### src/rtl/exe_pkg.sv
// Shared definitions for the execute stage: ALU operation codes, store size
// encodings and the mult/div operation selector.
package exe_defs;

  localparam int MD_CYCLES = 32;

  localparam logic [4:0] ALU_ADD   = 5'd0;
  localparam logic [4:0] ALU_SUB   = 5'd1;
  localparam logic [4:0] ALU_AND   = 5'd2;
  localparam logic [4:0] ALU_OR    = 5'd3;
  localparam logic [4:0] ALU_XOR   = 5'd4;
  localparam logic [4:0] ALU_NOR   = 5'd5;
  localparam logic [4:0] ALU_SLT   = 5'd6;
  localparam logic [4:0] ALU_SLTU  = 5'd7;
  localparam logic [4:0] ALU_SLL   = 5'd8;
  localparam logic [4:0] ALU_SRL   = 5'd9;
  localparam logic [4:0] ALU_SRA   = 5'd10;
  localparam logic [4:0] ALU_SLLV  = 5'd11;
  localparam logic [4:0] ALU_SRLV  = 5'd12;
  localparam logic [4:0] ALU_SRAV  = 5'd13;
  localparam logic [4:0] ALU_LUI   = 5'd14;
  localparam logic [4:0] ALU_MFHI  = 5'd15;
  localparam logic [4:0] ALU_MFLO  = 5'd16;
  localparam logic [4:0] ALU_MULT  = 5'd17;
  localparam logic [4:0] ALU_MULTU = 5'd18;
  localparam logic [4:0] ALU_DIV   = 5'd19;
  localparam logic [4:0] ALU_DIVU  = 5'd20;
  localparam logic [4:0] ALU_MTHI  = 5'd21;
  localparam logic [4:0] ALU_MTLO  = 5'd22;

  localparam logic [1:0] MEMSIZE_BYTE = 2'b00;
  localparam logic [1:0] MEMSIZE_HALF = 2'b01;
  localparam logic [1:0] MEMSIZE_TRI  = 2'b10;
  localparam logic [1:0] MEMSIZE_WORD = 2'b11;

  typedef enum logic [1:0] {
    MD_MULT  = 2'd0,
    MD_MULTU = 2'd1,
    MD_DIV   = 2'd2,
    MD_DIVU  = 2'd3
  } md_op_t;

  function automatic logic is_md_op(input logic [4:0] ctl);
    return ctl inside {ALU_MULT, ALU_MULTU, ALU_DIV, ALU_DIVU};
  endfunction

  // Anything that reads, writes or starts the HI/LO unit.
  function automatic logic is_hilo_op(input logic [4:0] ctl);
    return is_md_op(ctl) || (ctl inside {ALU_MFHI, ALU_MFLO, ALU_MTHI, ALU_MTLO});
  endfunction

endpackage

### src/rtl/exe_muldiv.sv
// Iterative one-bit-per-cycle multiplier / restoring divider working on
// operand magnitudes; signs are applied to the final step's result.
module exe_muldiv
  import exe_defs::*;
#(
  parameter int DW = 32
) (
  input  logic          clk,
  input  logic          reset,
  input  logic          start,
  input  md_op_t        op,
  input  logic [DW-1:0] opa,
  input  logic [DW-1:0] opb,
  output logic          busy,
  output logic          done,
  output logic [DW-1:0] hi,
  output logic [DW-1:0] lo
);

  localparam int CW = $clog2(MD_CYCLES);

  logic            busy_reg;
  logic [CW-1:0]   count_reg;
  logic [2*DW-1:0] acc_reg;    // mult: {partial, multiplier}; div: {remainder, quotient}
  logic [2*DW-1:0] acc_next;
  logic [DW-1:0]   mcand_reg;  // multiplicand or divisor magnitude
  logic            div_reg;
  logic            neg_lo_reg;
  logic            neg_hi_reg;
  logic            dz_reg;

  logic          op_signed;
  logic          op_div;
  logic          a_neg;
  logic          b_neg;
  logic [DW-1:0] a_mag;
  logic [DW-1:0] b_mag;

  assign op_signed = (op == MD_MULT) || (op == MD_DIV);
  assign op_div    = (op == MD_DIV) || (op == MD_DIVU);
  assign a_neg     = op_signed & opa[DW-1];
  assign b_neg     = op_signed & opb[DW-1];
  assign a_mag     = a_neg ? -opa : opa;
  assign b_mag     = b_neg ? -opb : opb;

  logic [DW:0]   sum;
  logic [DW:0]   shl;
  logic [DW-1:0] diff;
  logic          ge;

  always_comb begin
    sum  = {1'b0, acc_reg[2*DW-1:DW]} + (acc_reg[0] ? {1'b0, mcand_reg} : '0);
    shl  = {acc_reg[2*DW-1:DW], acc_reg[DW-1]};
    ge   = shl >= {1'b0, mcand_reg};
    diff = shl[DW-1:0] - mcand_reg;
    if (div_reg) begin
      acc_next = {(ge ? diff : shl[DW-1:0]), acc_reg[DW-2:0], ge};
    end else begin
      acc_next = {sum, acc_reg[DW-1:1]};
    end
  end

  assign done = busy_reg && (count_reg == CW'(MD_CYCLES - 1));
  assign busy = busy_reg;

  logic [2*DW-1:0] prod;
  logic [DW-1:0]   quo;
  logic [DW-1:0]   rem;

  always_comb begin
    prod = neg_lo_reg ? -acc_next : acc_next;
    quo  = acc_next[DW-1:0];
    rem  = acc_next[2*DW-1:DW];
    if (div_reg) begin
      lo = dz_reg ? '1 : (neg_lo_reg ? -quo : quo);
      hi = neg_hi_reg ? -rem : rem;
    end else begin
      lo = prod[DW-1:0];
      hi = prod[2*DW-1:DW];
    end
  end

  always_ff @(posedge clk) begin
    if (reset) begin
      busy_reg   <= 1'b0;
      count_reg  <= '0;
      acc_reg    <= '0;
      mcand_reg  <= '0;
      div_reg    <= 1'b0;
      neg_lo_reg <= 1'b0;
      neg_hi_reg <= 1'b0;
      dz_reg     <= 1'b0;
    end else if (start && !busy_reg) begin
      busy_reg   <= 1'b1;
      count_reg  <= '0;
      acc_reg    <= {{DW{1'b0}}, (op_div ? a_mag : b_mag)};
      mcand_reg  <= op_div ? b_mag : a_mag;
      div_reg    <= op_div;
      neg_lo_reg <= a_neg ^ b_neg;
      neg_hi_reg <= op_div ? a_neg : (a_neg ^ b_neg);
      dz_reg     <= op_div && (opb == '0);
    end else if (busy_reg) begin
      acc_reg   <= acc_next;
      count_reg <= done ? '0 : count_reg + 1'b1;
      if (done) busy_reg <= 1'b0;
    end
  end

endmodule

### src/rtl/exe.sv
// MIPS execute stage: single-cycle ALU, HI/LO registers, decode stall for
// HI/LO hazards against the iterative mult/div unit, and the EX/MEM record.
module exe
  import exe_defs::*;
#(
  parameter int DW = 32
) (
  input  logic          clk,
  input  logic          reset,
  input  logic [1:0]    wbi,
  input  logic          mi,
  input  logic [1:0]    memsizei,
  input  logic [4:0]    aluctl,
  input  logic [DW-1:0] opa,
  input  logic [DW-1:0] opb,
  input  logic [4:0]    shamt,
  input  logic [DW-1:0] storedatai,
  input  logic [4:0]    regaddri,
  input  logic          nop_id,
  output logic          stall,
  output logic [1:0]    wbo,
  output logic          mo,
  output logic [1:0]    memsizeo,
  output logic          nopo,
  output logic [DW-1:0] datao,
  output logic [DW-1:0] resulto,
  output logic [4:0]    regaddro,
  output logic          md_busy
);

  logic [DW-1:0] hi_reg;
  logic [DW-1:0] lo_reg;
  logic          md_done;
  logic [DW-1:0] md_hi;
  logic [DW-1:0] md_lo;
  logic          md_start;
  md_op_t        md_op;

  assign stall    = md_busy && !nop_id && is_hilo_op(aluctl);
  assign md_start = !nop_id && !md_busy && is_md_op(aluctl);

  always_comb begin
    case (aluctl)
      ALU_MULTU: md_op = MD_MULTU;
      ALU_DIV:   md_op = MD_DIV;
      ALU_DIVU:  md_op = MD_DIVU;
      default:   md_op = MD_MULT;
    endcase
  end

  exe_muldiv #(.DW(DW)) u_muldiv (
    .clk   (clk),
    .reset (reset),
    .start (md_start),
    .op    (md_op),
    .opa   (opa),
    .opb   (opb),
    .busy  (md_busy),
    .done  (md_done),
    .hi    (md_hi),
    .lo    (md_lo)
  );

  logic [DW-1:0] alu_result;
  logic          has_result;  // instruction writes a register (or forms an address)

  always_comb begin
    alu_result = '0;
    has_result = 1'b1;
    case (aluctl)
      ALU_ADD:  alu_result = opa + opb;
      ALU_SUB:  alu_result = opa - opb;
      ALU_AND:  alu_result = opa & opb;
      ALU_OR:   alu_result = opa | opb;
      ALU_XOR:  alu_result = opa ^ opb;
      ALU_NOR:  alu_result = ~(opa | opb);
      ALU_SLT:  alu_result = {{(DW-1){1'b0}}, $signed(opa) < $signed(opb)};
      ALU_SLTU: alu_result = {{(DW-1){1'b0}}, opa < opb};
      ALU_SLL:  alu_result = opb << shamt;
      ALU_SRL:  alu_result = opb >> shamt;
      ALU_SRA:  alu_result = $signed(opb) >>> shamt;
      ALU_SLLV: alu_result = opb << opa[4:0];
      ALU_SRLV: alu_result = opb >> opa[4:0];
      ALU_SRAV: alu_result = $signed(opb) >>> opa[4:0];
      ALU_LUI:  alu_result = {opb[15:0], 16'b0};
      ALU_MFHI: alu_result = hi_reg;
      ALU_MFLO: alu_result = lo_reg;
      default:  has_result = 1'b0;
    endcase
  end

  logic [1:0]    wb_next;
  logic          m_next;
  logic          nop_next;

  assign wb_next  = (stall || !has_result) ? 2'b00 : wbi;
  assign m_next   = stall || nop_id || !has_result ? 1'b0 : mi;
  assign nop_next = stall || nop_id;

  always_ff @(posedge clk) begin
    if (reset) begin
      wbo      <= 2'b00;
      mo       <= 1'b0;
      memsizeo <= 2'b00;
      nopo     <= 1'b1;
      datao    <= '0;
      resulto  <= '0;
      regaddro <= '0;
    end else begin
      wbo      <= wb_next;
      mo       <= m_next;
      memsizeo <= memsizei;
      nopo     <= nop_next;
      datao    <= storedatai;
      resulto  <= alu_result;
      regaddro <= regaddri;
    end
  end

  // MTHI/MTLO can never coincide with md_done: while busy they are stalled.
  always_ff @(posedge clk) begin
    if (reset) begin
      hi_reg <= '0;
      lo_reg <= '0;
    end else if (md_done) begin
      hi_reg <= md_hi;
      lo_reg <= md_lo;
    end else if (!nop_id && !stall) begin
      if (aluctl == ALU_MTHI) hi_reg <= opa;
      if (aluctl == ALU_MTLO) lo_reg <= opa;
    end
  end

endmodule

### config.mk
export PLATFORM = sky130hd
export DESIGN_NAME = exe
export DESIGN_NICKNAME = d
export VERILOG_FILES = /design/src/rtl/exe_pkg.sv /design/src/rtl/exe_muldiv.sv /design/src/rtl/exe.sv
export SDC_FILE = /design/constraint.sdc
export NUM_CORES = 2
export LEC_CHECK = 0
export ABC_AREA = 1
export CAP_MARGIN = 40
export CORE_ASPECT_RATIO = 2
export CORE_MARGIN = 5
export CORE_UTILIZATION = 47
export DETAILED_ROUTE_END_ITERATION = 16
export PLACE_DENSITY_LB_ADDON = 0.15
export SKIP_LAST_GASP = 1
export SYNTH_ARGS = -nofsm -noshare
export SYNTH_HDL_FRONTEND = slang
export SYNTH_HIERARCHICAL = 1
export SYNTH_SLANG_ARGS = --single-unit
### constraint.sdc
create_clock -name clk -period 4.5 [get_ports clk]
set_input_delay 0.45 -clock clk [delete_from_list [all_inputs] [get_ports clk]]
set_output_delay 0.45 -clock clk [all_outputs]
set_load 0.005 [all_outputs]
==> metrics.md, run 1 <==
| Metric | Value |
|---|---|
| Status | aborted with a tool error |
| Failed at | global routing (5_1_grt) |
| Error msg | [ERROR GRT-0116] Global routing finished with congestion. Check the congestion regions in the DRC Viewer. |
| Clock Tree Buf Depth | 3 |
| Htree depth | 1 |
| Dpl ws | 57.7 ps |
| Hold buffers post-CTS | 0 |
| Total grt overflow | between 1000 and 1500 |
| RePlAce Congestion | ~1.2 |
| Top cell type by total area after synthesis | nand2_1 |
| Synth cell count leaders | nand2_1 (1701), inv_1 (752), nand3_1 (737) |
| Pin count of the biggest net entering global routing | just under 90 |
| Post-synth ARST share | 0% |
| Starting Density | a little under half |
| GRT Total Usage | roughly 75% |
| Synthesis Warnings | 6 |
| I/O pin total | 196 |
| Post-Syn Instances | 5803 |
| Vias in the first global route | 52700 |
| Post-synth EDFFs | 0 |
| First-pass GRT wire length | 427 mm |
| Post-CTS Setup Bufs | 0 |
| Synth unique cells | a little over 60 |
| Die Wd | just under 200 um |
| Syn Nets | around 6100 |
| Mapped Area | 31900 um^2 |
| Clock net sink count | between 200 and 250 |
| CTS Root Cell | clkbuf_16 |
| Average cell area after synthesis | approximately 5.5 um^2 |
| Die Height | 378 um |
| # rows | 135 |
| Synth top area share | around 20% |
| Cts bufs inserted | 27 |
| Hpwl dp | around 180 mm |
| Synth top area cells | nand2_1 (20%), dfxtp_1 (15%), nand3_1 (12%) |
| Share of the yosys chip area belonging to registers | around 15% |
| CTS resizes | 0 |
| FF+latch count, synth | roughly 250 |
| Cell with the most instances after synthesis | nand2_1 |
| Port Buffer Count | between 150 and 200 |
| Most common flop cell mapped by yosys | dfxtp_1 |
[metrics by stage]
step,instances,utilization (%),area (um^2)
after floorplan,5803,-,31900
after detailed placement,7148,56.2,37900
after global placement,7145,56.1,37900
after CTS,7198,57.6,38900
[cell families after synthesis]
kind of cell | Yosys count | share of synthesized area [%]
simple gates | 3295 | 44.4
buf+inv | 1045 | 13.1
compound gates | 964 | 18.0
flops | 245 | 15.4
fa+ha+maj | 170 | 6.76
xor+xnor | 84 | 2.31
[layer usage]
metal  overflow  GRT usage, %
met5          9          19.3
met4        430          80.2
met3         28          54.2
met2        990          97.8
met1          8          70.2
==> inputs of run 2 (changes only) <==
--- a/config.mk
+++ b/config.mk
@@ -7,9 +7,8 @@
 export LEC_CHECK = 0
 export ABC_AREA = 1
 export CAP_MARGIN = 40
-export CORE_ASPECT_RATIO = 2
 export CORE_MARGIN = 5
-export CORE_UTILIZATION = 47
+export CORE_UTILIZATION = 32
 export DETAILED_ROUTE_END_ITERATION = 16
 export PLACE_DENSITY_LB_ADDON = 0.15
 export SKIP_LAST_GASP = 1
==> run 2 against run 1 <==
- the run now ends clean
- area after synthesis is the same
- synthesized cell count unchanged
==> metrics.md, run 2 <==
| Metric | Value |
|---|---|
| Commonest non-fill, non-tap cells in the layout | nand2_1 (1701), inv_1 (750), nand3_1 (737) |
| Min-Delay Path Class | in2reg |
| Post-synth ARST share | 0% |
| # rows | ~120 |
| Hold buffers post-CTS | 0 |
| Status | finished clean |
| Htree depth | 2 |
| Peak VDD IR | 214 uV |
| Cell with the most instances after synthesis | nand2_1 |
| Post-DR wirelength/cell | approximately 28 um |
| Post-CTS Setup Bufs | 0 |
| TNS Setup | 0 ps |
| P&R area growth vs syn | 23.1% |
| Worst Tran Pin Value | approximately 1000 ps |
| CTS Root Cell | clkbuf_16 |
| I/O pin total | roughly 200 |
| Hpwl dp | about 170 mm |
| DRC | 0 |
| Pwr per Cell Area | ~260 nW/um^2 |
| FF+latch count, synth | ~250 |
| Die Wd | about 330 um |
| Startpoint Class | flip-flop |
| Die Height | around 330 um |
| Clock Tree Buf Depth | 3 |
| Die Area | about 110000 um^2 |
| Synth top area cells | nand2_1 (20%), dfxtp_1 (15%), nand3_1 (12%) |
| First-pass GRT wire length | ~290 mm |
| Max-Slew Margin vs Limit | 34.3% |
| GRT Total Usage | between 30% and 40% |
| Vias | approximately 43000 |
| Max Cap Violations | 0 |
| Period minus WS final | about 4300 ps |
| Final WL | roughly 210 mm |
| Post-synth EDFFs | 0 |
| Max FFs per register | 64 |
| Crit Path Class | reg2reg |
| Syn Nets | 6092 |
| RePlAce Congestion | approximately 1.1 |
| Fmax | about 0.23 GHz |
| CP required | slightly below 5000 ps |
| Pin count of the biggest net entering global routing | 139 |
| RSZ-0062 raised after global routing | false |
| Final setup skew | 37.2 ps |
| Synth cell count leaders | nand2_1 (1701), inv_1 (752), nand3_1 (737) |
| Synth top area share | between 20% and 30% |
| Cts bufs inserted | 37 |
| Clock net sink count | between 200 and 250 |
| Via-to-Cell Ratio | roughly 5.7 |
| Worst-path clk slew | around 60 ps |
| Clk_lat worst skew | 640 ps |
| Starting Density | roughly 32% |
| Synth unique cells | 61 |
| CTS resizes | 0 |
| Top cell type by total area after synthesis | nand2_1 |
| Post-Syn Instances | 5803 |
| Crit path capture type | flip-flop |
| Most common flop cell mapped by yosys | dfxtp_1 |
| Remaining antenna violation count | 0 |
| Mapped Area | around 32000 um^2 |
| Share of the yosys chip area belonging to registers | between 15 and 20% |
| Leak | 19.7 nW |
| Finish-stage setup viols | 0 |
| Drt pass-1 iters | 6 |
| Area of the core | 98700 um^2 |
| Antenna violations before repair | 17 |
| Worst Path Arrival | between 4000 and 5000 ps |
| Post-route cell area | approximately 40000 um^2 |
| Final hold vios | 0 |
| Average cell area after synthesis | around 5.5 um^2 |
| Tcrit/Tclk final | a little over nine tenths |
| Final net count | between 6000 and 7000 |
| Worst Path Max Fanout | 10 |
| Dpl cell area | 37900 um^2 |
| Port Buffer Count | 195 |
| Synthesis Warnings | 6 |
| Vias in the first global route | around 40000 |
| Pins Over Slew Limit | 0 |
| TritonCTS clock tree | done |
| Most common cell after layout, fill and taps aside | nand2_1 |
| Share of layout cells above drive strength 1 | a little under an eighth |
| Total grt overflow | 0 |
| Initial DRC count | roughly 5300 |
| Reg2reg setup slack | just under 200 ps |
[run 2: cell counts after synthesis]
Identical to the previous run, type by type.
[run 2: path summary, 6_finish.rpt]
check | end | from | cells after the start
setup / recovery | hi_reg[9]$_SDFFE_PP0P_ | u_muldiv/acc_reg[0]$_SDFFE_PP0P_ | 24
hold reg to reg | hi_reg[3]$_SDFFE_PP0P_ | hi_reg[3]$_SDFFE_PP0P_ | 2
hold / removal | u_muldiv/neg_hi_reg$_SDFFE_PP0P_ | reset | 2
setup reg to reg | hi_reg[9]$_SDFFE_PP0P_ | u_muldiv/acc_reg[0]$_SDFFE_PP0P_ | 24
[run 2: worst max-delay path, cell delays in order, from the launching register on]
cell and delay [ps]:
dfxtp_2 510, buf_4 190, nand2_1 60, inv_1 70, ha_1 270, a21oi_1 240, o21ai_0 180, inv_1 80
nand2_1 150, buf_4 190, a21oi_1 110, o21ai_0 230, nand2_1 140, nor2_1 70, buf_4 160, nor2_4 170
nand2_2 130, nor2_1 210, o21ai_1 80, nand2_1 190, xor2_1 210, buf_4 150, inv_1 40, a22oi_1 200
a21oi_1 90
[run 2: final cells by class]
type | count | area [um^2]
antenna | 14 | 35.0
clock buffer | 52 | 1090
clock inverter | 14 | 144
fill | 11100 | 59400
inverter | 791 | 2970
multi-input combinational | 4513 | 22900
sequential | 245 | 4910
tap | 1287 | 1610
timing repair buffer | 640 | 5600
[run 2: layer usage]
layer	vias up	track usage [%]	part of all wire [%]	routed length, um
li1	19800	-	-	-
met1	20100	48.1	40	85000
met2	2412	57.6	42	89000
met3	568	8.50	9.3	19700
met4	8	24.2	8.1	17000
met5	-	0	0.030	63
[run 2: cell families after synthesis]
logic type,count (synthesis),synth area share (%)
compound gates,964,18.0
flops,245,15.4
simple gates,3295,44.4
fa+ha+maj,170,6.76
buf+inv,1045,13.1
xor+xnor,84,2.31
[run 2: metrics by stage]
| step | setup slack (ps) | hold WS (ps) | cells | total power [W] | util, % |
|---|---|---|---|---|---|
| 3_5_place_dp | 128 | 455 | 7476 | 0.00680 | 38.4 |
| 6_report | 193 | 157 | 7556 | 0.0100 | 39.8 |
| 3_3_place_gp | 151 | 452 | 7473 | 0.00684 | 38.4 |
| 2_1_floorplan | 868 | 444 | 5803 | 0.00483 | - |
| 5_1_grt | 5.36 | 140 | 7542 | 0.0105 | 39.7 |
| 4_1_cts | 73.2 | 111 | 7542 | 0.00994 | 39.7 |
[run 2: report_power, final]
| group | internal, W | leakage (nW) | switching [W] | total (W) |
|---|---|---|---|---|
| clock | 0.00177 | 0.603 | 0.00133 | 0.00310 |
| combinational | 0.00144 | 17.1 | 0.00319 | 0.00463 |
| sequential | 0.00225 | 2.00 | 0.0000538 | 0.00231 |
| total | 0.00546 | 19.7 | 0.00458 | 0.0100 |
Note: power is estimated with default switching activity, not from simulation.
